===== config.mk =====
export PLATFORM = sky130hd
export DESIGN_NAME = if_id_stage_flat
export DESIGN_NICKNAME = d
export VERILOG_FILES = /design/src/rtl/if_id_stage_if.sv /design/src/rtl/if_id_stage.sv /design/src/flat_wrapper.sv
export SDC_FILE = /design/constraint.sdc
export NUM_CORES = 1
export LEC_CHECK = 0
export CELL_PAD_IN_SITES_DETAIL_PLACEMENT = 1
export CELL_PAD_IN_SITES_GLOBAL_PLACEMENT = 2
export CORE_MARGIN = 5
export CORE_UTILIZATION = 33
export CTS_CLUSTER_DIAMETER = 80
export DETAILED_ROUTE_END_ITERATION = 8
export HOLD_SLACK_MARGIN = 0.02
export PLACE_DENSITY = 0.78
export SYNTH_ARGS = -nofsm -noshare
export SYNTH_HDL_FRONTEND = slang
export SYNTH_SLANG_ARGS = --single-unit

===== constraint.sdc =====
create_clock -name clk -period 2.36 [get_ports clk]
set_input_delay 0.354 -clock clk [delete_from_list [all_inputs] [get_ports clk]]
set_output_delay 0.354 -clock clk [all_outputs]
set_load 0.005 [all_outputs]

===== src/rtl/if_id_stage_if.sv =====
// Fetch/decode boundary bus for the IF/ID pipeline stage.
//
// Handshake rules (both sides): a transfer happens on a rising clk edge when
// valid and ready are both 1. The producer holds valid and its payload
// stable until that transfer. Ready is allowed to be low while valid is low.
// For the fetch side, valid = f_valid and ready = f_ready. For the decode
// side, valid = d_valid and ready = d_ready.
//
// The slave modport is the stage's own view. The master modport is the view
// of the surrounding core (fetch plus decode) or of a testbench.
interface if_id_stage_if #(
  parameter int XLEN = 32
);
  // fetch side
  logic            f_valid;
  logic            f_ready;
  logic [XLEN-1:0] f_pc;
  logic [XLEN-1:0] f_inst;
  // redirect
  logic            flush;
  // decode side
  logic            d_valid;
  logic            d_ready;
  logic [XLEN-1:0] d_pc;
  logic [XLEN-1:0] d_inst;
  logic [4:0]      d_rs1;
  logic [4:0]      d_rs2;
  logic [4:0]      d_rd;
  logic            d_illegal;

  modport slave (
    input  f_valid, f_pc, f_inst, flush, d_ready,
    output f_ready, d_valid, d_pc, d_inst, d_rs1, d_rs2, d_rd, d_illegal
  );

  modport master (
    output f_valid, f_pc, f_inst, flush, d_ready,
    input  f_ready, d_valid, d_pc, d_inst, d_rs1, d_rs2, d_rd, d_illegal
  );
endinterface


===== src/rtl/if_id_stage.sv =====
// IF/ID pipeline boundary with a two-entry skid buffer.
// The main register drives the decode side. The skid register catches the
// one extra entry that fetch may push in the cycle that decode stalls.
// Because of this, f_ready is a plain flop and does not form a combinational
// path from d_ready. Flush is synchronous and overrides every other action.
// Optional build macro IF_ID_PERF_EN: adds the counters perf_stall_cnt and
// perf_flush_cnt.
module if_id_stage #(
  parameter int              XLEN     = 32,
  parameter logic [XLEN-1:0] NOP_INST = 32'h0000_0013
) (
  input  logic        clk,
  input  logic        rstn,
  if_id_stage_if.slave bus,
  output logic [1:0]  dbg_state_o
`ifdef IF_ID_PERF_EN
  ,
  output logic [31:0] perf_stall_cnt,
  output logic [31:0] perf_flush_cnt
`endif
);

  typedef enum logic [1:0] {
    EMPTY = 2'd0,
    ONE   = 2'd1,
    TWO   = 2'd2
  } state_e;

  state_e          state_q;
  logic            f_ready_q;
  logic            d_valid_q;
  logic [XLEN-1:0] main_pc_q;
  logic [XLEN-1:0] main_inst_q;
  logic [XLEN-1:0] skid_pc_q;
  logic [XLEN-1:0] skid_inst_q;

  logic accept;
  logic consume;

  assign accept  = bus.f_valid & f_ready_q;
  assign consume = d_valid_q & bus.d_ready;

  // Skid FSM. Every output is registered. While the stage holds no valid
  // entry, main stays at pc=0 and inst=NOP_INST.
  always_ff @(posedge clk or negedge rstn) begin
    if (!rstn) begin
      state_q     <= EMPTY;
      f_ready_q   <= 1'b1;
      d_valid_q   <= 1'b0;
      main_pc_q   <= '0;
      main_inst_q <= NOP_INST;
      skid_pc_q   <= '0;
      skid_inst_q <= NOP_INST;
    end else if (bus.flush) begin
      state_q     <= EMPTY;
      f_ready_q   <= 1'b1;
      d_valid_q   <= 1'b0;
      main_pc_q   <= '0;
      main_inst_q <= NOP_INST;
    end else begin
      case (state_q)
        EMPTY: begin
          if (accept) begin
            state_q     <= ONE;
            d_valid_q   <= 1'b1;
            main_pc_q   <= bus.f_pc;
            main_inst_q <= bus.f_inst;
          end
        end
        ONE: begin
          if (accept && consume) begin
            main_pc_q   <= bus.f_pc;
            main_inst_q <= bus.f_inst;
          end else if (accept) begin
            state_q     <= TWO;
            f_ready_q   <= 1'b0;
            skid_pc_q   <= bus.f_pc;
            skid_inst_q <= bus.f_inst;
          end else if (consume) begin
            state_q     <= EMPTY;
            d_valid_q   <= 1'b0;
            main_pc_q   <= '0;
            main_inst_q <= NOP_INST;
          end
        end
        TWO: begin
          if (consume) begin
            state_q     <= ONE;
            f_ready_q   <= 1'b1;
            main_pc_q   <= skid_pc_q;
            main_inst_q <= skid_inst_q;
          end
        end
        default: begin
          state_q     <= EMPTY;
          f_ready_q   <= 1'b1;
          d_valid_q   <= 1'b0;
          main_pc_q   <= '0;
          main_inst_q <= NOP_INST;
        end
      endcase
    end
  end

  assign bus.f_ready   = f_ready_q;
  assign bus.d_valid   = d_valid_q;
  assign bus.d_pc      = main_pc_q;
  assign bus.d_inst    = main_inst_q;
  assign bus.d_rs1     = main_inst_q[19:15];
  assign bus.d_rs2     = main_inst_q[24:20];
  assign bus.d_rd      = main_inst_q[11:7];
  assign bus.d_illegal = d_valid_q & (main_inst_q[1:0] != 2'b11);
  assign dbg_state_o   = state_q;

`ifdef IF_ID_PERF_EN
  logic [31:0] stall_cnt_q;
  logic [31:0] flush_cnt_q;

  // Count decode stall cycles and flush cycles. Both counters wrap freely.
  always_ff @(posedge clk or negedge rstn) begin
    if (!rstn) begin
      stall_cnt_q <= '0;
      flush_cnt_q <= '0;
    end else begin
      if (d_valid_q && !bus.d_ready) stall_cnt_q <= stall_cnt_q + 32'd1;
      if (bus.flush)                 flush_cnt_q <= flush_cnt_q + 32'd1;
    end
  end

  assign perf_stall_cnt = stall_cnt_q;
  assign perf_flush_cnt = flush_cnt_q;
`endif

endmodule


===== src/flat_wrapper.sv =====
// flat-port wrapper written by rule: the top's interface ports become plain ports
module if_id_stage_flat 
#(
  parameter int              XLEN     = 32,
  parameter logic [XLEN-1:0] NOP_INST = 32'h0000_0013
)
  (clk, rstn, dbg_state_o, bus_f_valid, bus_f_pc, bus_f_inst, bus_flush, bus_d_ready, bus_f_ready, bus_d_valid, bus_d_pc, bus_d_inst, bus_d_rs1, bus_d_rs2, bus_d_rd, bus_d_illegal);
  if_id_stage_if #(.XLEN(XLEN)) bus_i ();
  input  logic clk;
  input  logic rstn;
  output logic [1:0] dbg_state_o;
  input wire logic [$bits(bus_i.f_valid)-1:0] bus_f_valid;
  input wire logic [$bits(bus_i.f_pc)-1:0] bus_f_pc;
  input wire logic [$bits(bus_i.f_inst)-1:0] bus_f_inst;
  input wire logic [$bits(bus_i.flush)-1:0] bus_flush;
  input wire logic [$bits(bus_i.d_ready)-1:0] bus_d_ready;
  output wire logic [$bits(bus_i.f_ready)-1:0] bus_f_ready;
  output wire logic [$bits(bus_i.d_valid)-1:0] bus_d_valid;
  output wire logic [$bits(bus_i.d_pc)-1:0] bus_d_pc;
  output wire logic [$bits(bus_i.d_inst)-1:0] bus_d_inst;
  output wire logic [$bits(bus_i.d_rs1)-1:0] bus_d_rs1;
  output wire logic [$bits(bus_i.d_rs2)-1:0] bus_d_rs2;
  output wire logic [$bits(bus_i.d_rd)-1:0] bus_d_rd;
  output wire logic [$bits(bus_i.d_illegal)-1:0] bus_d_illegal;
  assign bus_i.f_valid = bus_f_valid;
  assign bus_i.f_pc = bus_f_pc;
  assign bus_i.f_inst = bus_f_inst;
  assign bus_i.flush = bus_flush;
  assign bus_i.d_ready = bus_d_ready;
  assign bus_f_ready = bus_i.f_ready;
  assign bus_d_valid = bus_i.d_valid;
  assign bus_d_pc = bus_i.d_pc;
  assign bus_d_inst = bus_i.d_inst;
  assign bus_d_rs1 = bus_i.d_rs1;
  assign bus_d_rs2 = bus_i.d_rs2;
  assign bus_d_rd = bus_i.d_rd;
  assign bus_d_illegal = bus_i.d_illegal;
  if_id_stage #(.XLEN(XLEN), .NOP_INST(NOP_INST)) u_core (.clk(clk), .rstn(rstn), .bus(bus_i), .dbg_state_o(dbg_state_o));
endmodule

==> results of run 1 <==
-- state kept, by name, summed over array words and instances, names as in the netlist --
| name | cells |
|---|---|
| u_core.bus.d_pc | 32 |
| u_core.bus.d_inst | 32 |
| u_core.skid_pc_q | 32 |
| u_core.bus.d_valid | 1 |
| u_core.dbg_state_o | 2 |
| u_core.bus.f_ready | 1 |
| u_core.skid_inst_q | 32 |
-- final cells by class --
class	instances	area [um2]
clock buffers	20	467
fillers	1810	9640
inverters	4	15.0
repair buffers	173	1770
well taps	229	287
flip-flops and latches	132	3310
clock inverters	12	154
multi-input cells	229	2380
-- layout by cell type (no fill, tap or decap), types with 4 or more instances in the layout --
cell type / n
nand2_1: 7
mux2_1: 49
clkinvlp_4: 6
clkdlybuf4s50_1: 151
o2bb2ai_2: 60
mux2_2: 15
buf_12: 7
dfstp_2: 7
clkbuf_16: 17
a22oi_1: 64
dfrtp_1: 125
a21oi_1: 7
nor2b_1: 4
buf_4: 13
inv_1: 4
-- power by group through the flow --
stage / Sequential (mW) / Combinational, mW / Clock (mW)
2_1_floorplan: 3.34 / 1.17 / 0
3_3_place_gp: 3.40 / 1.92 / 0
3_5_place_dp: 3.45 / 2.00 / 0
4_1_cts: 3.42 / 2.01 / 2.81
5_1_grt: 3.49 / 2.15 / 2.91
6_report: 3.42 / 1.96 / 2.74
-- synthesized netlist by cell type --
library cell and number:
dfrtp_1 125, a22oi_1 64, o2bb2ai_2 60, mux2_1 49, buf_4 23, mux2_2 15, buf_6 11, clkbuf_1 8
a21oi_1 7, buf_2 7, dfstp_2 7, nand2_1 7, inv_1 4, nor2b_1 4, nand3_1 3, a21o_1 2
clkbuf_4 2, nor2_1 2, o21bai_1 2, a21boi_0 1, a21oi_2 1, a21oi_4 1, a22oi_2 1, and2_1 1
and3b_1 1, nand3b_1 1, nand4_1 1, nor2b_4 1, nor3_1 1, o21ai_0 1, o21ai_1 1, o2bb2ai_1 1
-- per-layer routing --
layer | vias to the layer above | GRT usage, %
met3 | 8 | 4.70
li1 | 1860 | -
met2 | 105 | 24.5
met5 | - | 0
met4 | 0 | 3.31
met1 | 2067 | 20.6
-- worst min-delay path by stage --
| stage | slack, ns | cells after the start | end | from |
|---|---|---|---|---|
| final | 0.39 | 2 | u_core.skid_inst_q[30]$_DFFE_PN0P_ | rstn |
| after CTS | 0.38 | 2 | u_core.skid_inst_q[30]$_DFFE_PN0P_ | rstn |
| after detailed placement | 0.26 | 1 | u_core.skid_inst_q[30]$_DFFE_PN0P_ | rstn |
| after floorplan | 0.06 | 0 | u_core.bus.d_inst[10]$_DFFE_PN0P_ | rstn |
| after global placement | 0.26 | 1 | u_core.skid_inst_q[30]$_DFFE_PN0P_ | rstn |
| after global routing | 0.43 | 2 | u_core.skid_inst_q[30]$_DFFE_PN0P_ | rstn |
-- cell families after synthesis --
| logic type | Yosys count | share of synthesized area [%] |
|---|---|---|
| compound gates | 142 | 24.9 |
| buf+inv | 55 | 6.47 |
| flops | 132 | 54.7 |
| mux | 64 | 11.9 |
| simple gates | 22 | 2.00 |
-- timing repair --
item,in CTS,in global routing
buffers inserted,0,0
hold buffers,1,0
setup endpoints to repair,0,44
endpoints found under the hold margin,32,0
==> results.json, run 1 <==
{
  "total_power_mw": 8.12,
  "postSynthCellCount": 415,
  "hold_class": "in -> async",
  "power.leakage_nw": 3.48,
  "dr.pass1.iters": 4,
  "worstSetupEndpointType": "flip-flop",
  "yosys_warnings": 0,
  "grt.overflow.total": 0,
  "period_needed_ns": 2.05,
  "setup_viol": 0,
  "tightest_slew_ns": 0.921,
  "cp.arrival_ns": 2.33,
  "htreeDepth": 4,
  "p_switching_mw": 2.31,
  "m1WireLength_um": 7610,
  "port_buffers": 152,
  "rows": 49,
  "setup.worst_path.end": "u_core.skid_inst_q[15]$_DFFE_PN0P_",
  "combPwrFrac_pct": 24.2,
  "cts_root_buf": "clkbuf_16",
  "numCtsBuffers": 17,
  "pwr-share-seq_pct": 42.1,
  "grt_pass1_wl_um": 26000,
  "finish.instance_area_um2": 8390,
  "synth.cell_area_um2": 6060,
  "ys_top_cells_by_area": "dfrtp_1 52%, o2bb2ai_2 15%, mux2_1 9.1%",
  "wl_per_cell_um": 20.5,
  "worstReg2RegStart": "u_core.dbg_state_o[1]$_DFFE_PN0P_",
  "syn_to_final_growth_pct": 38.5,
  "die_y_um": 145,
  "outcome": "finished clean",
  "p_clk_share_pct": 33.7,
  "cp_top_family": "simple AND/OR/NAND/NOR gates",
  "worst-path-stages": 6,
  "p_sw_share_pct": 28.4,
  "skew_ns": 0.0109,
  "worstSetupStartpointType": "flip-flop",
  "dieArea_um2": 21200,
  "drv_slew": 0,
  "clock_sinks": 132,
  "slowest_stage": "dfrtp_1",
  "grt_pass1_vias": 4456,
  "routed-wl-met3_um": 709,
  "synth_nets": 484,
  "core-area_um2": 18000,
  "vias": 4040,
  "clockBufferDepth": 2,
  "wl_met2_um": 7910,
  "min_period_over_period_pct": 86.9,
  "wirelength_um": 16400,
  "die_width_um": 145,
  "setup_slack_ns": 0.310,
  "top_layer": "met4",
  "synth.distinct_cells": 32,
  "drt-initial-drc-count": 211,
  "netlist.top_cell.by_area": "dfrtp_1",
  "final_util_pct": 46.5,
  "slew_headroom_pct": 38.6,
  "post_dp_cell_area_um2": 7750,
  "drc": 0,
  "r2r-end": "u_core.skid_inst_q[15]$_DFFE_PN0P_",
  "io_pins": 153,
  "start_util_pct": 33.6,
  "yosysSeqAreaShare_pct": 54.7,
  "r2r_cells": 6,
  "syn_area_per_cell_um2": 14.6,
  "cp_slowest_stage_delay_ns": 0.47,
  "cts_resized": 0,
  "crit_required_ns": 2.64,
  "layout.cells.non_filler": 799,
  "place_inst": 765,
  "grt_max_degree": 69,
  "n_antenna_cell": 0,
  "dpl.hpwl_um": 10700,
  "report.final.hold_viol_count": 0,
  "power_density_nw_per_um2": 968,
  "finalSetupTns_ns": 0,
  "hold_ws_ns": 0.394,
  "rsz0062_at_grt": "false",
  "drv_cap": 0,
  "cts_tree": "built",
  "insertion_delay_ns": 0.41,
  "critPathMaxFanout": 37,
  "ant_nets": 0,
  "crit_type": "reg -> reg",
  "reg2reg_slack_ns": 0.31,
  "clk_pin_slew_ns": 0.06,
  "yosysTopAreaCellShare_pct": 51.7,
  "grtUsageTotal_pct": 15.3,
  "synth-seq-cells": 132,
  "antenna_found_initial": 0,
  "post_drt_via_cell_ratio": 5.06,
  "vdd_drop_max_v": 0.000551,
  "fmax_mhz": 488,
  "nets": 626,
  "path_cells": "buf_4 -> and3b_1 -> nand3_1 -> nor2_4 -> buf_12 -> mux2_1",
  "crit_path_start": "u_core.dbg_state_o[1]$_DFFE_PN0P_",
  "post-place-ws_ns": -0.130,
  "critical_path_buf_inv_count": 2,
  "gp_congestion": 0.753,
  "drive_gt1_share_pct": 24.9,
  "internal_power_mw": 5.82
}
Note: power is estimated with default switching activity, not from simulation.
==> inputs of run 2 (changes only) <==
--- a/config.mk
+++ b/config.mk
@@ -11,6 +11,7 @@
 export CORE_UTILIZATION = 33
 export CTS_CLUSTER_DIAMETER = 80
 export DETAILED_ROUTE_END_ITERATION = 8
+export GPL_ROUTABILITY_DRIVEN = 0
 export HOLD_SLACK_MARGIN = 0.02
 export PLACE_DENSITY = 0.78
 export SYNTH_ARGS = -nofsm -noshare
==> results of run 2 <==
No change in the layout: final DEF, timing and power equal those of run 1.
